### config.mk
export PLATFORM = sky130hd
export DESIGN_NAME = alu_cmd_sequencer
export DESIGN_NICKNAME = d
export VERILOG_FILES = /design/src/rtl/alu_pkg.sv /design/src/rtl/alu_cmd_fifo.sv /design/src/rtl/alu_cmd_sequencer.sv
export SDC_FILE = /design/constraint.sdc
export NUM_CORES = 1
export LEC_CHECK = 0
export CORE_AREA = 2 2 78 72
export DETAILED_ROUTE_END_ITERATION = 16
export DIE_AREA = 0 0 80 74
export PLACE_DENSITY_LB_ADDON = 0.25
export SLEW_MARGIN = 20
export SYNTH_ARGS = -nofsm -noshare
export SYNTH_HDL_FRONTEND = slang
export SYNTH_SLANG_ARGS = --single-unit
### constraint.sdc
create_clock -name clk -period 5 [get_ports clk]
set_input_delay 1 -clock clk [delete_from_list [all_inputs] [get_ports clk]]
set_output_delay 1 -clock clk [all_outputs]
set_load 0.1 [all_outputs]
### src/rtl/alu_pkg.sv
// Shared types for the ALU command sequencer: opcodes, operand/result widths, command and FSM encodings.
package alu_pkg;
  localparam int OPW  = 4;
  localparam int RESW = 5;

  typedef enum logic [1:0] {
    ADD = 2'b00,
    SUB = 2'b01,
    NOT = 2'b10,
    OR  = 2'b11
  } alu_op_e;

  typedef struct packed {
    logic [OPW-1:0] a;
    logic [OPW-1:0] b;
    alu_op_e        op;
  } cmd_t;

  typedef enum logic [1:0] {
    S_IDLE,
    S_ISSUE,
    S_WAIT,
    S_HOLD
  } seq_state_e;
endpackage

### src/rtl/alu_cmd_fifo.sv
// Synchronous command FIFO, DEPTH a power of two; dout shows the head combinationally.
// Push is dropped while full even if a pop happens in the same cycle.
module alu_cmd_fifo
  import alu_pkg::*;
#(
  parameter int DEPTH = 4
) (
  input  logic clk,
  input  logic rst,
  input  logic push,
  input  cmd_t din,
  output logic full,
  input  logic pop,
  output cmd_t dout,
  output logic empty
);
  localparam int AW = $clog2(DEPTH);

  cmd_t          mem [DEPTH];
  logic [AW-1:0] wr_ptr;
  logic [AW-1:0] rd_ptr;
  logic [AW:0]   count;
  logic          do_push;
  logic          do_pop;

  assign full    = (count == (AW+1)'(DEPTH));
  assign empty   = (count == '0);
  assign do_push = push && !full;
  assign do_pop  = pop && !empty;
  assign dout    = mem[rd_ptr];

  always_ff @(posedge clk) begin
    if (do_push) mem[wr_ptr] <= din;
  end

  // Pointers are exactly AW bits wide so they wrap modulo DEPTH on their own.
  always_ff @(posedge clk) begin
    if (rst) begin
      wr_ptr <= '0;
      rd_ptr <= '0;
      count  <= '0;
    end else begin
      if (do_push) wr_ptr <= wr_ptr + AW'(1);
      if (do_pop)  rd_ptr <= rd_ptr + AW'(1);
      case ({do_push, do_pop})
        2'b10:   count <= count + (AW+1)'(1);
        2'b01:   count <= count - (AW+1)'(1);
        default: count <= count;
      endcase
    end
  end
endmodule

### src/rtl/alu_cmd_sequencer.sv
// Single-issue ALU sequencer: queues commands, drives registered operands, holds each result until taken (3 edges push->result).
// cmd_ready drops while the queue is full; define ALU_SEQ_STATS_EN for a saturating completed-result counter.
module alu_cmd_sequencer
  import alu_pkg::*;
#(
  parameter int DEPTH = 4
) (
  input  logic            clk,
  input  logic            rst,
  input  logic            cmd_valid,
  output logic            cmd_ready,
  input  logic [OPW-1:0]  cmd_a,
  input  logic [OPW-1:0]  cmd_b,
  input  logic [1:0]      cmd_op,
  output logic [OPW-1:0]  alu_a,
  output logic [OPW-1:0]  alu_b,
  output logic [1:0]      alu_opcode,
  output logic            alu_rst_n,
  input  logic [RESW-1:0] alu_c,
  output logic            res_valid,
  input  logic            res_ready,
  output logic [RESW-1:0] res_data,
  output logic [1:0]      res_op,
  output logic [7:0]      issued_cnt
);
  cmd_t       fifo_din;
  cmd_t       fifo_dout;
  logic       fifo_full;
  logic       fifo_empty;
  logic       fifo_pop;
  logic       capture;
  logic [1:0] op_lat;
  seq_state_e state;
  seq_state_e state_nxt;

  assign fifo_din  = {cmd_a, cmd_b, cmd_op};
  assign cmd_ready = !fifo_full;
  assign alu_rst_n = ~rst;

  alu_cmd_fifo #(.DEPTH(DEPTH)) u_fifo (
    .clk   (clk),
    .rst   (rst),
    .push  (cmd_valid),
    .din   (fifo_din),
    .full  (fifo_full),
    .pop   (fifo_pop),
    .dout  (fifo_dout),
    .empty (fifo_empty)
  );

  always_ff @(posedge clk) begin
    if (rst) state <= S_IDLE;
    else     state <= state_nxt;
  end

  always_comb begin
    state_nxt = state;
    case (state)
      S_IDLE:  if (!fifo_empty) state_nxt = S_ISSUE;
      S_ISSUE: state_nxt = S_WAIT;
      S_WAIT:  state_nxt = S_HOLD;
      S_HOLD:  if (res_ready) state_nxt = fifo_empty ? S_IDLE : S_ISSUE;
      default: state_nxt = S_IDLE;
    endcase
  end

  // A pop from HOLD on handshake skips IDLE, giving one result every 3 cycles.
  always_comb begin
    res_valid = (state == S_HOLD);
    capture   = (state == S_WAIT);
    fifo_pop  = !fifo_empty && ((state == S_IDLE) || ((state == S_HOLD) && res_ready));
  end

  always_ff @(posedge clk) begin
    if (rst) begin
      alu_a      <= '0;
      alu_b      <= '0;
      alu_opcode <= '0;
      op_lat     <= '0;
      res_data   <= '0;
      res_op     <= '0;
    end else begin
      if (fifo_pop) begin
        alu_a      <= fifo_dout.a;
        alu_b      <= fifo_dout.b;
        alu_opcode <= fifo_dout.op;
        op_lat     <= fifo_dout.op;
      end
      if (capture) begin
        res_data <= alu_c;
        res_op   <= op_lat;
      end
    end
  end

`ifdef ALU_SEQ_STATS_EN
  logic [7:0] stat_cnt;

  always_ff @(posedge clk) begin
    if (rst) stat_cnt <= '0;
    else if (res_valid && res_ready && (stat_cnt != 8'hFF)) stat_cnt <= stat_cnt + 8'd1;
  end

  assign issued_cnt = stat_cnt;
`else
  assign issued_cnt = '0;
`endif
endmodule
[Word-level counts from Yosys, hierarchy flattened]
Memories as Yosys holds them, arrays and structs flattened. A register that Yosys moved wholly into a read port is not among the register bits.
Index checks and enable logic that the tools add are counted.
Widths: inputs -> output; s select.
Cells by class
  add/subtract/negate cells: 4
  eq/ne operators: 8
  muxes and demuxes: 7
  bitwise logic cells: 1
  reduce and logical (&&, ||, !) cells: 11
Operators with widths (number)
  $pmux 2 s4: 1
  $eq 2x2->1 const B: 3
  $pmux 3 s2: 1
  $add 2x1->2 const B: 2
  $eq 2x1->1 const B: 2
  $logic_and 1x1->1: 4
  $mux 2: 2
  $add 3x1->3 const B: 1
  $eq 3x3->1 const B: 1
  $logic_not 3->1: 1
  $mux 1: 3
  $sub 3x1->3 const B: 1
  $logic_not 1->1: 2
  $logic_not 2->1: 1
  $ne 2x1->1 const B: 1
  $ne 2x2->1 const B: 1
  $reduce_and 2->1: 1
  $reduce_bool 2->1: 1
  $logic_or 1x1->1: 1
  $not 1->1: 1
Storage, ports and cells
  flip-flop bits (word level): 16
  memory bits (writable): 40
  input bits: 19
  output and inout bits: 28
  memories kept: 1
Memory list
  u_fifo.mem: depth 4, bits a word 10, read ports 1, clocked after memory_dff 1, wr ports 1, RTL line alu_cmd_fifo.sv:19  | cmd_t mem [DEPTH];

[Logic depth before layout (Yosys ltp)]
Gate-level depths: netlist of run 1.
  word-level depth: 7
  mapped depth: 10
  mapped depth without buffers: 10

[Cells and area by module]
A second synthesis of run 1 with hierarchy kept.
Unflattened totals
  cell total of the unflattened synthesis: 206
  area, all modules: 2824.0 um2
Modules (own cells, without submodules)
  alu_cmd_fifo: instances 1, cells an instance 106, area each 1920.6 um2, sequential area each 1381.3 um2
  alu_cmd_sequencer: instances 1, cells an instance 100, area each 903.4 um2, sequential area each 380.4 um2

[Worst setup path before layout of run 1]
OpenSTA, ideal clock, no wires.
  kind: in2out
  from: input rst
  to: output alu_rst_n
  arrival: 2009 ps
  required time: 4000 ps
  slack: 1991 ps
  stages on the path: 3
  buffers on the path: 2
  path through: clkbuf_1 buf_1 inv_1
On the way
  word-level cells in the longest chain between the ends: 1
Ends and longest elaborated chain
  start: declaration: RTL line alu_cmd_sequencer.sv:9  | input logic rst,
  $not 1->1: RTL line alu_cmd_sequencer.sv:38  | assign alu_rst_n = ~rst;
  end: declaration: RTL line alu_cmd_sequencer.sv:18  | output logic alu_rst_n,
Every way passes these cells.

[Worst setup path after layout of run 1]
  from: register u_fifo.count[2]
  to: output cmd_ready
On the way
  word-level cells in the longest chain between the ends: 2
Ends and longest elaborated chain
  start: declaration: RTL line alu_cmd_fifo.sv:22  | logic [AW:0] count;
  start signal: assignment: RTL line alu_cmd_fifo.sv:46  | 2'b10: count <= count + (AW+1)'(1);
  start signal: assignment: RTL line alu_cmd_fifo.sv:47  | 2'b01: count <= count - (AW+1)'(1);
  start signal: assignment: RTL line alu_cmd_fifo.sv:48  | default: count <= count;
  $eq 3x3->1: RTL line alu_cmd_fifo.sv:26  | assign full = (count == (AW+1)'(DEPTH));
  $logic_not 1->1: RTL line alu_cmd_sequencer.sv:37  | assign cmd_ready = !fifo_full;
  end: declaration: RTL line alu_cmd_sequencer.sv:11  | output logic cmd_ready,
Every way passes these cells.

==> impl_metrics.yaml, run 1 <==
timing:
  maxSlewViolCount: 0
  fin_ws_ps: 1710
  fin_crit_sh_pct: 65.8
  worst_pin_slew_ps: 977
  max_freq_mhz: 304
  layout_min_cycle_time_ps: 3290
  skew_ps: 6.33
  hold_viol: 0
  slew_headroom_pct: 34.6
  rsz0062_at_grt: "false"
  tns_ps: 0
  setup_viol: 0
final_layout:
  postLayoutCellArea_mm2: 0.00334
  layout.nets: 269
  num_antenna_cells: 0
  final.fill_count: 404
  syn_to_final_growth_pct: 20.6
  final_layout_size_suffix_gt1_share_pct: 14.3
  fin_util_pct: 65.2
routing:
  ant_nets: 0
  drc_errors: 0
  wl_per_cell_um: 15.0
  drtPass1Iterations: 4
  vias_per_cell: 5.28
  wirelength_mm: 4.69
  detail_route.iter0.violations: 129
  vias: 1648
synth:
  synth_top_area_share_pct: 43.3
  synth_edf_count: 40
  synthFlopType: "edfxtp_1"
  ys_ff_latch: 66
  yosysUniqueCellTypes: 33
  synth_top_cell_by_area: "edfxtp_1"
  syn_area_per_cell_um2: 13.6
  netlist_instances: 204
  yosys-top-cells-area: "edfxtp_1, dfxtp_1, mux4_2"
  synthArstFlopShare_pct: 0
  netlist_area_mm2: 0.00277
  seq_area_frac_synth_pct: 62.1
  yosysWarnings: 0
cts:
  cts_setup_buffers: 0
  insertion_delay_ps: 330
  cts.sinks: 66
  clk_path_buf_depth: 2
  hold_buffers: 0
  cts_tree: "done"
  htreeDepth: 3
  clk_pin_slew_ps: 70
  ctsResizeCount: 0
  root_buffer: "clkbuf_8"
  cts_buffers: 9
placed_design:
  place_worst_setup_slack_ps: 1540
  io_buffers: 38
  place_area_mm2: 0.00314
  place_congestion: 0.715
  hpwlAfterDp_mm: 3.07
grt:
  grt_max_degree: 29
  grt_remaining_overflow: 0
  grt_pass1_wl_mm: 7.33
  grt_use_total_pct: 17.0
  antenna_found_initial: 0
  first_global_vias: 1516
power_and_ir_drop:
  power_density_mw_per_mm2: 603
  leakagePower_nw: 1.16
  total_power_mw: 2.02
  vdd_drop_max_mv: 0.355
worst_setup_path:
  worst_setup_path_end_kind: "output pin"
  crit_fanout: 10
  critical_path_class: "reg2out"
  slowest_delay_ps: 1020
  crit_chain: "or3b_1 > clkdlybuf4s50_1"
  reg2reg_slack_ps: 2280
  critPathLaunchType: "flop"
  cp.arrival_ps: 2290
  critPathSlowestCell: "clkdlybuf4s50_1"
  crit_required_ps: 4000
floorplan:
  die_h_um: 74
  ios: 47
  fp.coreArea_mm2: 0.00513
  start_util_pct: 54.1
  dieWidth_um: 80
  die_area_mm2: 0.00592
  row_count: 25
run:
  drv_cap: 0
hold_path:
  min-delay-path-class: "reg2reg"
run_status:
  outcome: "completed"
## per-layer routing
layer	GRT usage, %	routed length (µm)	up-vias
met5	0	0	-
met4	9.60	93	0
met3	3.40	237	10
met2	26.9	2170	49
met1	22.5	2190	788
li1	-	-	801
## per-stage QoR
stage	std cells	hold WS, ps
2_1_floorplan	211	498
3_3_place_gp	296	464
3_5_place_dp	296	476
4_1_cts	312	485
5_1_grt	312	510
6_report	312	491
## critical path: cells and delay by family (launching register included)
family	cells	cell delay (ps)
simple gates	1	510
flops	1	430
buf+inv	1	1020
## power by group
part	switching [mW]	leakage [nW]	total, mW	internal [mW]
sequential	0.0756	0.579	0.740	0.664
clock	0.188	0.104	0.466	0.277
combinational	0.558	0.481	0.812	0.254
## cell families (layout without fill, tap and decap cells)
family	after synthesis	count (layout)	share of synthesized area [%]
XOR/XNOR	2	2	0.632
multiplexers	17	17	10.6
AND/OR/NAND/NOR	40	40	7.85
AO/OA/AOI/OAI	38	38	7.85
adder cells (fa/ha/maj)	10	10	4.78
other	1	8	0.135
flip-flops	66	66	62.1
buffers and inverters	30	64	6.04
## layout by cell type, fill, tap and decap left out, types with 2 or more instances in the layout
cell type / n
nand3_1: 14
conb_1: 8
o21ai_0: 12
ha_1: 9
a21o_1: 5
nand2_1: 2
inv_1: 9
mux4_2: 10
and3_2: 4
clkbuf_8: 9
a21oi_1: 16
or3_1: 2
mux2i_1: 7
nor2_1: 12
clkinv_2: 2
buf_4: 2
xor2_1: 2
edfxtp_1: 40
dfxtp_1: 26
clkdlybuf4s50_1: 37
bufinv_16: 2
## synth_stat cells, types with 2 or more instances
library cell / count
and3_2: 4
nand3_1: 14
buf_6: 3
xor2_1: 2
mux2i_1: 7
nand2_1: 2
edfxtp_1: 40
ha_1: 9
clkbuf_1: 6
buf_2: 2
inv_1: 9
a21oi_1: 16
dfxtp_1: 26
a21o_1: 5
buf_1: 2
mux4_2: 10
buf_4: 8
o21ai_0: 12
or3_1: 2
nor2_1: 12
## path summary, 6_finish.rpt
path	startpoint	end	cells past startpoint
worst max-delay path	u_fifo.count[2]	cmd_ready	2
worst min-delay path	alu_b[1]	alu_b[1]	2
worst max register to register	state[0]	u_fifo.count[2]	10
worst min register to register	alu_b[1]	alu_b[1]	2
## final cells by class
class,count,area [µm²],share of cell area [%]
sequential,66,1720,51.5
timing repair buffer,39,385,11.5
clock inverter,6,81.3,2.43
clock buffer,10,128,3.82
multi-input combinational,115,911,27.2
inverter,9,33.8,1.01
tap,67,83.8,2.51
## registers in the layout, indices dropped and copies added (netlist names)
name and cells:
u_fifo.mem 40, res_data 5, alu_a 4, alu_b 4
u_fifo.count 3, op_lat 2, res_op 2, state 2
u_fifo.rd_ptr 2, u_fifo.wr_ptr 2
Power figures use the tool's default switching activity.
==> inputs of run 2 (changes only) <==
Settings changed: CORE_AREA 2 2 78 72 to 2 2 84 78, DIE_AREA 0 0 80 74 to 0 0 86 80.
Clock period 5 ns to 3 ns, I/O delays scaled along.
==> run 2 against run 1 <==
  * Critical path depth up 7
  * Utilization decreased by 9.8 points
  * Combinational power grew 70%
  * Via count rose by 0.49%
  * Wire length is 6.7% higher
  * Clock power grew 53%
  * Final area down 1.0%
  * Global-route usage decreased by 1.1 points
  * Register-to-register slack worse by 1700 ps
  * Sequential share of layout area rose by 0.53 points
  * Sequential cell count is the same
==> impl_metrics.yaml, run 2 (synthesis results as in run 1) <==
power_and_ir_drop:
  power_density_mw_per_mm2: 1000
  seqPwrFrac_pct: 37.1
  leakagePower_nw: 1.21
  clock_power_share_pct: 21.5
  comb_power_share_pct: 41.4
  vdd_drop_max_mv: 0.341
  switching_power_mw: 1.39
  internal-power_mw: 1.94
  swShare_pct: 41.7
grt:
  grt_max_degree: 28
  grt_pass1_wl_mm: 7.92
  antenna_found_initial: 0
  grt_use_total_pct: 15.9
  grt_remaining_overflow: 0
  first_global_vias: 1615
timing:
  maxSlewViolCount: 0
  skew_ps: 6.96
  worst_pin_slew_ps: 825
  layout_min_cycle_time_ps: 2450
  tns_ps: 0
  slew_headroom_pct: 45.0
  max_freq_mhz: 407
  rsz0062_at_grt: "false"
  hold_viol: 0
  fin_crit_sh_pct: 81.8
  setup_viol: 0
routing:
  vias: 1656
  wirelength_mm: 5.00
  drtPass1Iterations: 4
  maxUsedRoutingLayer: "met4"
  detail_route.iter0.violations: 109
  wl_met1_mm: 2.17
  met3_length_um: 308
  vias_per_cell: 5.19
  ant_nets: 0
  dr_wl_met2_mm: 2.39
  wl_per_cell_um: 15.7
  drc_errors: 0
worst_setup_path:
  crit_required_ps: 3280
  critical_path_class: "in2reg"
  critPathSlowestCell: "clkdlybuf4s50_1"
  cp.arrival_ps: 2730
  crit_chain: "clkdlybuf4s50_1 > a21oi_1 > nor2_1 > ha_1 > inv_1 > fa_1 > xor2_1 > or3_2 > a21oi_1"
  slowest_delay_ps: 520
  critical_path.most_common_cell: "a21oi_1"
  worst_setup_path_end_kind: "flop"
  critPathLaunchType: "input pin"
  crit_fanout: 4
  worstRegToRegCells: 8
final_layout:
  top_register: "u_fifo.mem"
  layout.cells.most_common: "edfxtp_1"
  final_layout_size_suffix_gt1_share_pct: 22.3
  largest_reg_flops: 40
  top_regs: "u_fifo.mem (40), res_data (5)"
  syn_to_final_growth_pct: 19.4
  num_antenna_cells: 0
  final_cell_mix: "edfxtp_1, dfxtp_1, buf_4"
  fin_util_pct: 55.4
  layout.nets: 271
  final.fill_count: 509
floorplan:
  fp.coreArea_mm2: 0.00598
  start_util_pct: 46.4
  ios: 47
  row_count: 27
  dieWidth_um: 86
  die_area_mm2: 0.00688
  die_h_um: 80
cts:
  cts_tree: "done"
  clk_path_buf_depth: 2
  cts_setup_buffers: 0
  hold_buffers: 0
  htreeDepth: 3
  ctsResizeCount: 0
  root_buffer: "clkbuf_8"
  cts_buffers: 9
  clk_pin_slew_ps: 60
  cts.sinks: 66
  insertion_delay_ps: 340
hold_path:
  min_path_cells: 2
  min-delay-path-class: "reg2reg"
run_status:
  outcome: "completed"
placed_design:
  place_congestion: 0.696
  hpwlAfterDp_mm: 3.18
  io_buffers: 38
run:
  drv_cap: 0
[run 2: metrics by stage]
stage               worst slack (ps)  cell area, µm²  power, mW  std cells  hold WS (ps)
floorplan                       29.0            2800       2.36        211           498
global placement                 267            3120       2.61        303           462
detailed placement               196            3120       2.64        303           469
CTS                              561            3310       3.36        319           478
global route                     475            3310       3.51        319           496
finish                           546            3310       3.32        319           475
[run 2: final cells by class]
cell class / count / area (µm²) / area share, %
multi-input cells: 115 / 911 / 27.5
flip-flops and latches: 66 / 1720 / 52.0
clock buffers: 13 / 149 / 4.50
clock inverters: 3 / 40.0 / 1.21
well taps: 72 / 90.1 / 2.72
inverters: 9 / 33.8 / 1.02
repair buffers: 41 / 365 / 11.0
[run 2: power by group through the flow]
| stage | Combinational (mW) | Sequential (mW) | Clock [mW] |
|---|---|---|---|
| finish | 1.38 | 1.23 | 0.715 |
| global route | 1.48 | 1.25 | 0.776 |
| global placement | 1.37 | 1.25 | 0 |
| floorplan | 0.730 | 1.63 | 0 |
| CTS | 1.39 | 1.24 | 0.736 |
| detailed placement | 1.38 | 1.26 | 0 |
[run 2: per-layer routing]
metal  track usage [%]  vias up
met1              18.8      780
met4              11.0        0
met2              25.3       59
li1                  -      805
met5                 0        -
met3              4.14       12
[run 2: critical path, delay by kind of cell]
family | cells | cell delay, ps
and+or+nand+nor | 2 | 570
buffers and inverters | 2 | 580
xor gates and xnor gates | 1 | 160
adders and majority gates | 2 | 580
AOI/OAI and AO/OA | 2 | 240
[run 2: final timing paths]
path / to / startpoint / slack, ps
setup / recovery: u_fifo.count[2] / res_ready / 550
hold / removal: alu_a[3] / alu_a[3] / 470
setup reg to reg: u_fifo.count[2] / u_fifo.count[2] / 590
hold reg to reg: alu_a[3] / alu_a[3] / 470
